**src/rtl/m_dmem_resp.sv**
```systemverilog
`default_nettype none
// ============================================================================
// Module   : m_dmem_resp
// Brief    : Word memory with a fixed-latency valid/ready request/response port.
//            Define DMEM_BE_EN to add the w_req_be byte-enable port.
// Revision : 1.0
// ============================================================================
module m_dmem_resp #(
    parameter int DEPTH   = 64,
    parameter int LATENCY = 2
) (
    input  logic        w_clk,
    input  logic        w_rst_n,
    input  logic        w_req_valid,
    output logic        w_req_ready,
    input  logic        w_req_we,
    input  logic [31:0] w_req_adr,
    input  logic [31:0] w_req_wd,
`ifdef DMEM_BE_EN
    input  logic [3:0]  w_req_be,
`endif
    output logic        w_rsp_valid,
    input  logic        w_rsp_ready,
    output logic [31:0] w_rsp_rd,
    output logic        w_rsp_err
);

    localparam int          c_ADDR_W    = $clog2(DEPTH);
    localparam logic [32:0] c_LIMIT     = 33'(DEPTH) * 33'd4;
    localparam logic [3:0]  c_WAIT_LOAD = 4'((LATENCY > 1) ? (LATENCY - 2) : 0);

    typedef enum logic [1:0] {
        S_IDLE = 2'd0,
        S_WAIT = 2'd1,
        S_RESP = 2'd2
    } state_t;

    state_t            r_state;
    state_t            w_state_nxt;
    logic [3:0]        r_cnt;
    logic [3:0]        w_cnt_nxt;

    logic              r_we;
    logic [31:0]       r_adr;
    logic [31:0]       r_wd;
    logic [3:0]        r_be;
    logic [3:0]        w_be_in;

    logic [31:0]       r_mem [DEPTH] = '{default: '0};

    logic              w_accept;
    logic              w_enter_resp;
    logic              w_cur_we;
    logic [31:0]       w_cur_adr;
    logic [31:0]       w_cur_wd;
    logic [3:0]        w_cur_be;
    logic              w_err;
    logic [c_ADDR_W-1:0] w_idx;

`ifdef DMEM_BE_EN
    assign w_be_in = w_req_be;
`else
    assign w_be_in = 4'hF;
`endif

    assign w_req_ready = (r_state == S_IDLE);
    assign w_rsp_valid = (r_state == S_RESP);
    assign w_accept    = w_req_valid && (r_state == S_IDLE);

    // With LATENCY==1 the response is formed on the accept edge itself, so
    // the live request inputs are used instead of the captured copy.
    assign w_cur_we  = (r_state == S_IDLE) ? w_req_we  : r_we;
    assign w_cur_adr = (r_state == S_IDLE) ? w_req_adr : r_adr;
    assign w_cur_wd  = (r_state == S_IDLE) ? w_req_wd  : r_wd;
    assign w_cur_be  = (r_state == S_IDLE) ? w_be_in   : r_be;

    assign w_err = (w_cur_adr[1:0] != 2'b00) || ({1'b0, w_cur_adr} >= c_LIMIT);
    assign w_idx = w_cur_adr[c_ADDR_W+1:2];

    assign w_enter_resp = ((r_state == S_IDLE) && w_accept && (LATENCY == 1))
                       || ((r_state == S_WAIT) && (r_cnt == 4'd0));

    always_ff @(posedge w_clk or negedge w_rst_n) begin
        if (!w_rst_n) begin
            r_state <= S_IDLE;
            r_cnt   <= 4'd0;
        end else begin
            r_state <= w_state_nxt;
            r_cnt   <= w_cnt_nxt;
        end
    end

    always_comb begin
        w_state_nxt = r_state;
        w_cnt_nxt   = r_cnt;
        case (r_state)
            S_IDLE: begin
                if (w_accept) begin
                    if (LATENCY > 1) begin
                        w_state_nxt = S_WAIT;
                        w_cnt_nxt   = c_WAIT_LOAD;
                    end else begin
                        w_state_nxt = S_RESP;
                    end
                end
            end
            S_WAIT: begin
                if (r_cnt == 4'd0) begin
                    w_state_nxt = S_RESP;
                end else begin
                    w_cnt_nxt = r_cnt - 4'd1;
                end
            end
            S_RESP: begin
                if (w_rsp_ready) begin
                    w_state_nxt = S_IDLE;
                end
            end
            default: begin
                w_state_nxt = S_IDLE;
                w_cnt_nxt   = 4'd0;
            end
        endcase
    end

    always_ff @(posedge w_clk or negedge w_rst_n) begin
        if (!w_rst_n) begin
            r_we  <= 1'b0;
            r_adr <= 32'd0;
            r_wd  <= 32'd0;
            r_be  <= 4'd0;
        end else if (w_accept) begin
            r_we  <= w_req_we;
            r_adr <= w_req_adr;
            r_wd  <= w_req_wd;
            r_be  <= w_be_in;
        end
    end

    always_ff @(posedge w_clk or negedge w_rst_n) begin
        if (!w_rst_n) begin
            w_rsp_rd  <= 32'd0;
            w_rsp_err <= 1'b0;
        end else if (w_enter_resp) begin
            w_rsp_rd  <= w_err ? 32'd0 : r_mem[w_idx];
            w_rsp_err <= w_err;
        end else if ((r_state == S_RESP) && w_rsp_ready) begin
            w_rsp_rd  <= 32'd0;
            w_rsp_err <= 1'b0;
        end
    end

    // Storage survives reset; the reset gate keeps an in-flight write from landing.
    always_ff @(posedge w_clk) begin
        if (w_rst_n && w_enter_resp && w_cur_we && !w_err) begin
            for (int b = 0; b < 4; b++) begin
                if (w_cur_be[b]) begin
                    r_mem[w_idx][8*b +: 8] <= w_cur_wd[8*b +: 8];
                end
            end
        end
    end

endmodule
`default_nettype wire

```
**config.mk**
```make
export PLATFORM = sky130hd
export DESIGN_NAME = m_dmem_resp
export DESIGN_NICKNAME = d
export VERILOG_FILES = /design/src/rtl/m_dmem_resp.sv
export SDC_FILE = /design/constraint.sdc
export NUM_CORES = 2
export LEC_CHECK = 0
export ABC_AREA = 1
export BUFFER_PORTS_ARGS = -buffer_cell sky130_fd_sc_hd__buf_2
export CAP_MARGIN = 20
export CORE_MARGIN = 1.5
export CORE_UTILIZATION = 55
export CTS_CLUSTER_DIAMETER = 100
export CTS_CLUSTER_SIZE = 16
export DETAILED_ROUTE_END_ITERATION = 16
export PLACE_DENSITY = 0.71
export SYNTH_ARGS = -nofsm -noshare
export SYNTH_HDL_FRONTEND = slang
export SYNTH_SLANG_ARGS = --single-unit
```
**constraint.sdc**
```tcl
create_clock -name w_clk -period 7.15 [get_ports w_clk]
set_clock_uncertainty 0.05 [all_clocks]
set_input_delay 1.0725 -clock w_clk [delete_from_list [all_inputs] [get_ports w_clk]]
set_output_delay 1.0725 -clock w_clk [all_outputs]
set_load 0.05 [all_outputs]
```
## Word level (Yosys, flattened, before mapping)

Memory sizes are Yosys's and may differ from the RTL's.
Index checks and enable logic that the tools add are counted.

- Register bits: 105
- Memories: 1
- RAM bits: 2048
- Logic and storage cells: 60
- Output and inout bits: 35

- Reductions and logical operators: 14
- Bitwise operators: 1
- Add/subtract/negate cells: 1
- Equal/unequal tests: 6
- $lt $le $gt $ge: 1
- Muxes and demuxes: 28

Memory list:

| memory | depth | width | read ports | clocked after memory_dff | write ports | RTL line | source |
|---|---|---|---|---|---|---|---|
| r_mem | 64 | 32 | 1 | 0 | 1 | 49 | `logic [31:0] r_mem [DEPTH] = '{default: '0};` |

Operator list:

| operator | count |
|---|---|
| 32-bit 2-to-1 mux | 5 |
| 32-bit by 9-bit >= comparator with 1-bit output (second input constant) | 1 |
| 1-bit 2-to-1 mux | 15 |
| 4-bit 2-to-1 mux | 3 |
| 4-bit case mux with 3 select lines | 1 |
| 1-bit logical AND | 6 |
| 2-bit 2-to-1 mux | 3 |
| 2-bit by 1-bit != test with 1-bit output (second input constant) | 3 |
| 2-bit case mux with 3 select lines | 1 |
| 3-bit AND reduction | 2 |
| 4-bit zero test | 1 |
| 2-bit nonzero test | 2 |
| 4-bit by 1-bit subtractor with 4-bit output (second input constant) | 1 |
| 2-bit by 1-bit == test with 1-bit output (second input constant) | 1 |
| 2-bit == test (second input constant) | 1 |
| 2-bit zero test | 1 |
| 2-bit != test (second input constant) | 1 |
| 1-bit zero test | 1 |
| 1-bit logical OR | 1 |
| 1-bit inverter | 1 |

## Longest topological paths before layout

- Depth in word-level cells: 8
- Mapped depth: 18

## Worst setup path before layout

OpenSTA, ideal clock, no wires.

- Kind: input to register
- From: input w_req_wd[0]
- To: memory r_mem[0][0] (data pin)
- Stages on the path: 2
- Library setup time: 0.702 ns
- Setup slack: 2.757 ns
- Required time: 6.398 ns
- Arrival time: 3.641 ns
- Cells stage by stage: inv_1 -> o21ai_0

- Word-level cells in the longest chain between the ends: 1

RTL lines:

| element | RTL line | source |
|---|---|---|
| from (decl) | 18 | `input logic [31:0] w_req_wd,` |
| 32-bit 2-to-1 mux | 74 | `assign w_cur_wd = (r_state == S_IDLE) ? w_req_wd : r_wd;` |
| via w_cur_wd[0] | 55 | `logic [31:0] w_cur_wd;` |
| to (decl) | 49 |  |

The timed path passes the listed nets, and every way through them passes these cells.

## Worst setup path after layout

- From: register r_state[1]
- To: memory r_mem[37][24], enable pin

- Word-level cells in the longest chain between the ends: 8
- Elaborated cells between the ends (all ways): 16

RTL lines:

| element | RTL line | source |
|---|---|---|
| from (decl) | 38 | `state_t r_state;` |
| from (signal assigned) | 88 | `r_state <= w_state_nxt;` |
| 2-bit zero test | 72, 73, 75 |  |
| 32-bit 2-to-1 mux | 73 | `assign w_cur_adr = (r_state == S_IDLE) ? w_req_adr : r_adr;` |
| 32-bit by 9-bit >= comparator with 1-bit output or 2-bit nonzero test (tied branches) | 77 | `assign w_err = (w_cur_adr[1:0] != 2'b00) \|\| ({1'b0, w_cur_adr} >= c_LIMIT);` |
| 1-bit logical OR | 77 |  |
| 1-bit zero test | 155 | `if (w_rst_n && w_enter_resp && w_cur_we && !w_err) begin` |
| 1-bit logical AND | 155 |  |
| 1-bit 2-to-1 mux | 155 |  |
| 1-bit 2-to-1 mux (implied by the code) | 158 | `r_mem[w_idx][8*b +: 8] <= w_cur_wd[8*b +: 8];` |

Parallel ways exist; a longest one is shown, timed or not.

==> results.md <==
* Slew of the pin with the lowest slew margin at approximately 1100 ps
* Data required time of the critical path at about 7500 ps
* Post-cts repair resize count at 0
* Cells along the critical path: inv_1 -> nand2_4 -> nand2_1 -> nand2_8 -> nor2_4 -> nand3_1 -> buf_4 -> nor2_4
* Post-route minimum period at 4610 ps
* Worst Setup End Kind: flip-flop
* Sum of buffers and inverters on the critical path at 2
* Synth unique cells at 33
* GRT overflow at 0
* Residual DRC count at 0
* Total negative setup slack at 0 ps
* Net Sw Frac at 0.436
* Endpoints failing setup at 0
* Post-synthesis sequential area ratio at 0.710
* Relative slew slack at 0.250
* Clock Sink Count at 2153
* Unrepaired setup endpoints after global routing: no
* H-tree level count at 4
* Global-route wire length before repair at 364000 µm
* Maximum achievable frequency at 217 MHz
* Status: completed
* Number of antenna violations at the first check in global routing at 16
* Cell class contributing the biggest share of worst-path delay: simple AND/OR/NAND/NOR gates
* Number of global-route vias before repair at 57300
* Violation count after the first detailed-routing iteration at about 8000
* Arrival time of data at the critical path endpoint at 5000 ps
* Ratio of routed vias to standard cells at between 5 and 6
* Most frequent cell on the critical path: sky130_fd_sc_hd__nor2_4
* GRT Total Usage at 0.294
* CTS hold repair buffers at 0
* Clock Pin Slew Worst Setup and Hold Paths at 80 ps
* Syn Std Cell Area at 0.0904 mm²
* Max-capacitance violation count at 0
* Overall die height at between 400 and 500 µm
* IO Pins at between 100 and 150
* Hold Violations, Final at 0
* Die width at just over 400 µm
* Clock share of power at 0.192
* Final worst path period share at 0.645
* First drt pass iteration count at 6
* Area of the die at 0.167 mm²
* Detail-routed net length per standard cell at 22.8 µm
* Core region area at 0.163 mm²
* Cell accounting for the most synthesized area: sky130_fd_sc_hd__edfxtp_1
* Max IR drop VDD at 0.525 mV
* Highest cell delay on the worst timing path at 960 ps
* Cell chosen for the clock root: sky130_fd_sc_hd__clkbuf_16
* Maximum number of pins on one net before global-route repair at slightly below 200
* Proportion of layout cells with a drive suffix above 1 at 0.0641
* Proportion of power drawn by combinational gates at 0.423
* Leakage Power at between 0.04 and 0.05 µW
* Register share of total power at 0.384
* Post-synth EDFFs at 2048
* Number of CTS-inserted buffers at 152
* Yosys warning total at 0
* Most used flip-flop cell after synthesis: sky130_fd_sc_hd__edfxtp_1
* TritonCTS clock tree: yes
* Largest driver fanout on the critical path at 98
* Aggregate routed wire length at 247000 µm
* Fin nets at 8628
* Worst Setup Start Kind: flip-flop
* # port buffers at 103
* Post-DRT Antenna Nets at 0
* Design internal power at 24000 µW
* Post-detailed-placement cell area at 0.0938 mm²
* Class of the worst hold path: input port to asynchronous set/reset pin
* Worst-Skew Late Latency at about 820 ps
* Number of buffers on the longest clock path at 3
* Buffer count from post-CTS setup fixing at 0
* Final hold slack at about 160 ps
* Proportion of synthesized flip-flops having asynchronous set or reset at 0.0488
* Net switching power of the design at 18600 µW
* Dominant cells by area after synthesis: sky130_fd_sc_hd__edfxtp_1 (68%), sky130_fd_sc_hd__nand2_1 (16%), sky130_fd_sc_hd__inv_1 (4.0%), sky130_fd_sc_hd__nand3_1 (3.2%), sky130_fd_sc_hd__dfrtp_1 (2.9%)
* Initial cell density of the core at 0.554
* Count of state elements after synthesis at 2153
* Count of final max-slew check failures at 0
* Worst setup path category: flip-flop to flip-flop
* Area fraction of the dominant cell type after synthesis at 0.681
* Layout overhead on the synthesized area at 9.05%
* Site row count at between 100 and 150
* Nets in the synthesized netlist at roughly 8600
* Power per Cell Area at 432 mW/mm²
* Total number of vias at approximately 60000
* Post-synthesis cell count at 8575
* RD Place Congestion at about 0.9
* Final instance area at 0.0985 mm²
* Crit path max-delay cell type: sky130_fd_sc_hd__nor2_4
* Detail Placement HPWL at 141000 µm
* Average cell area after synthesis at 10.5 µm²
-- power by group through the flow --
| stage | Combinational, µW | Sequential (µW) | Clock [µW] |
|---|---|---|---|
| after floorplan | 10500 | 16900 | 0 |
| after global placement | 17400 | 16600 | 0 |
| after detailed placement | 17700 | 16600 | 0 |
| after CTS | 17700 | 16400 | 8230 |
| after global routing | 19300 | 16400 | 8650 |
| final | 18000 | 16400 | 8190 |
-- worst register-to-register path, delay by kind of cell, from the launching register on --
family / cells / cell delay, ps
buffers and inverters: 2 / 520
flip-flops: 1 / 450
AND/OR/NAND/NOR: 6 / 3190
-- through the flow --
stage               power (µW)  instances  utilization  setup slack [ps]
floorplan                27400       8575            -              2760
global placement         34000      10600        0.575              2190
detailed placement       34300      10600        0.576              2100
CTS                      42300      10800        0.602              2430
global route             44400      10800        0.605              2250
finish                   42600      10800        0.605              2540
-- state kept, by name (all words and copies together), names as in the netlist --
register / flops
r_we: 1
r_cnt: 4
r_wd: 32
r_state: 2
r_be: 1
w_rsp_err: 1
r_adr: 32
w_rsp_rd: 32
r_mem: 2048
-- Yosys cell counts (6+ instances only) --
master / count
sky130_fd_sc_hd__nor4_1: 6
sky130_fd_sc_hd__inv_1: 967
sky130_fd_sc_hd__buf_1: 18
sky130_fd_sc_hd__edfxtp_1: 2048
sky130_fd_sc_hd__o21ai_1: 10
sky130_fd_sc_hd__clkbuf_1: 106
sky130_fd_sc_hd__buf_4: 19
sky130_fd_sc_hd__dfrtp_1: 105
sky130_fd_sc_hd__nor2_1: 171
sky130_fd_sc_hd__a21oi_1: 38
sky130_fd_sc_hd__and2_1: 27
sky130_fd_sc_hd__nand2_1: 3806
sky130_fd_sc_hd__o21ai_0: 232
sky130_fd_sc_hd__nand4_1: 126
sky130_fd_sc_hd__buf_2: 270
sky130_fd_sc_hd__nand3_1: 575
sky130_fd_sc_hd__mux2_2: 15
-- cells by family (layout without fill, tap and decap cells) --
group,after synthesis,in the layout,synth area share
compound gates,291,291,0.0164
fa+ha+maj,1,1,0.000138
buf+inv,1385,1439,0.0621
flops,2153,2153,0.710
mux,15,15,0.00187
other cells,0,8,0
simple gates,4730,4730,0.210
-- final timing paths --
check,to,slack (ps),start,cells after the start
worst max register to register,r_mem[37][24],2540,r_state[1],8
worst min register to register,r_wd[7],440,r_wd[7],2
max in group asynchronous,w_rsp_rd[27],5840,w_rst_n,3
worst min-delay path,r_adr[17],160,w_rst_n,1
min in group w_clk,r_wd[7],440,r_wd[7],2
worst max-delay path,r_mem[37][24],2540,r_state[1],8
-- placed cells by master (no fill, tap or decap), types with 33 or more instances in the layout --
cell	netlist	layout
sky130_fd_sc_hd__nand2_1	3806	3803
sky130_fd_sc_hd__edfxtp_1	2048	2048
sky130_fd_sc_hd__inv_1	967	967
sky130_fd_sc_hd__nand3_1	575	573
sky130_fd_sc_hd__o21ai_0	232	200
sky130_fd_sc_hd__clkbuf_16	0	155
sky130_fd_sc_hd__nand4_1	126	126
sky130_fd_sc_hd__nor2_1	171	107
sky130_fd_sc_hd__dfrtp_1	105	105
sky130_fd_sc_hd__buf_2	270	102
sky130_fd_sc_hd__buf_4	19	102
sky130_fd_sc_hd__nor2_4	4	70
sky130_fd_sc_hd__clkbuf_1	106	56
sky130_fd_sc_hd__a21oi_1	38	37
sky130_fd_sc_hd__o21ai_4	0	33
-- routing by layer --
layer | up-vias | global-route usage | wire length [µm]
met5 | - | 0 | 51
met3 | 468 | 0.0719 | 26900
met4 | 8 | 0.129 | 11000
met1 | 29100 | 0.395 | 95100
li1 | 27700 | - | -
met2 | 3028 | 0.458 | 114000
-- area by class of cell --
type,count,area [µm²]
inverter,971,3640
antenna,8,20.0
clock buffer,211,4090
fill,12700,64400
sequential,2153,64100
clock inverter,14,210
tap,2175,2720
multi-input combinational,5037,21600
timing repair buffer,243,2120
Power figures use the tool's default switching activity.
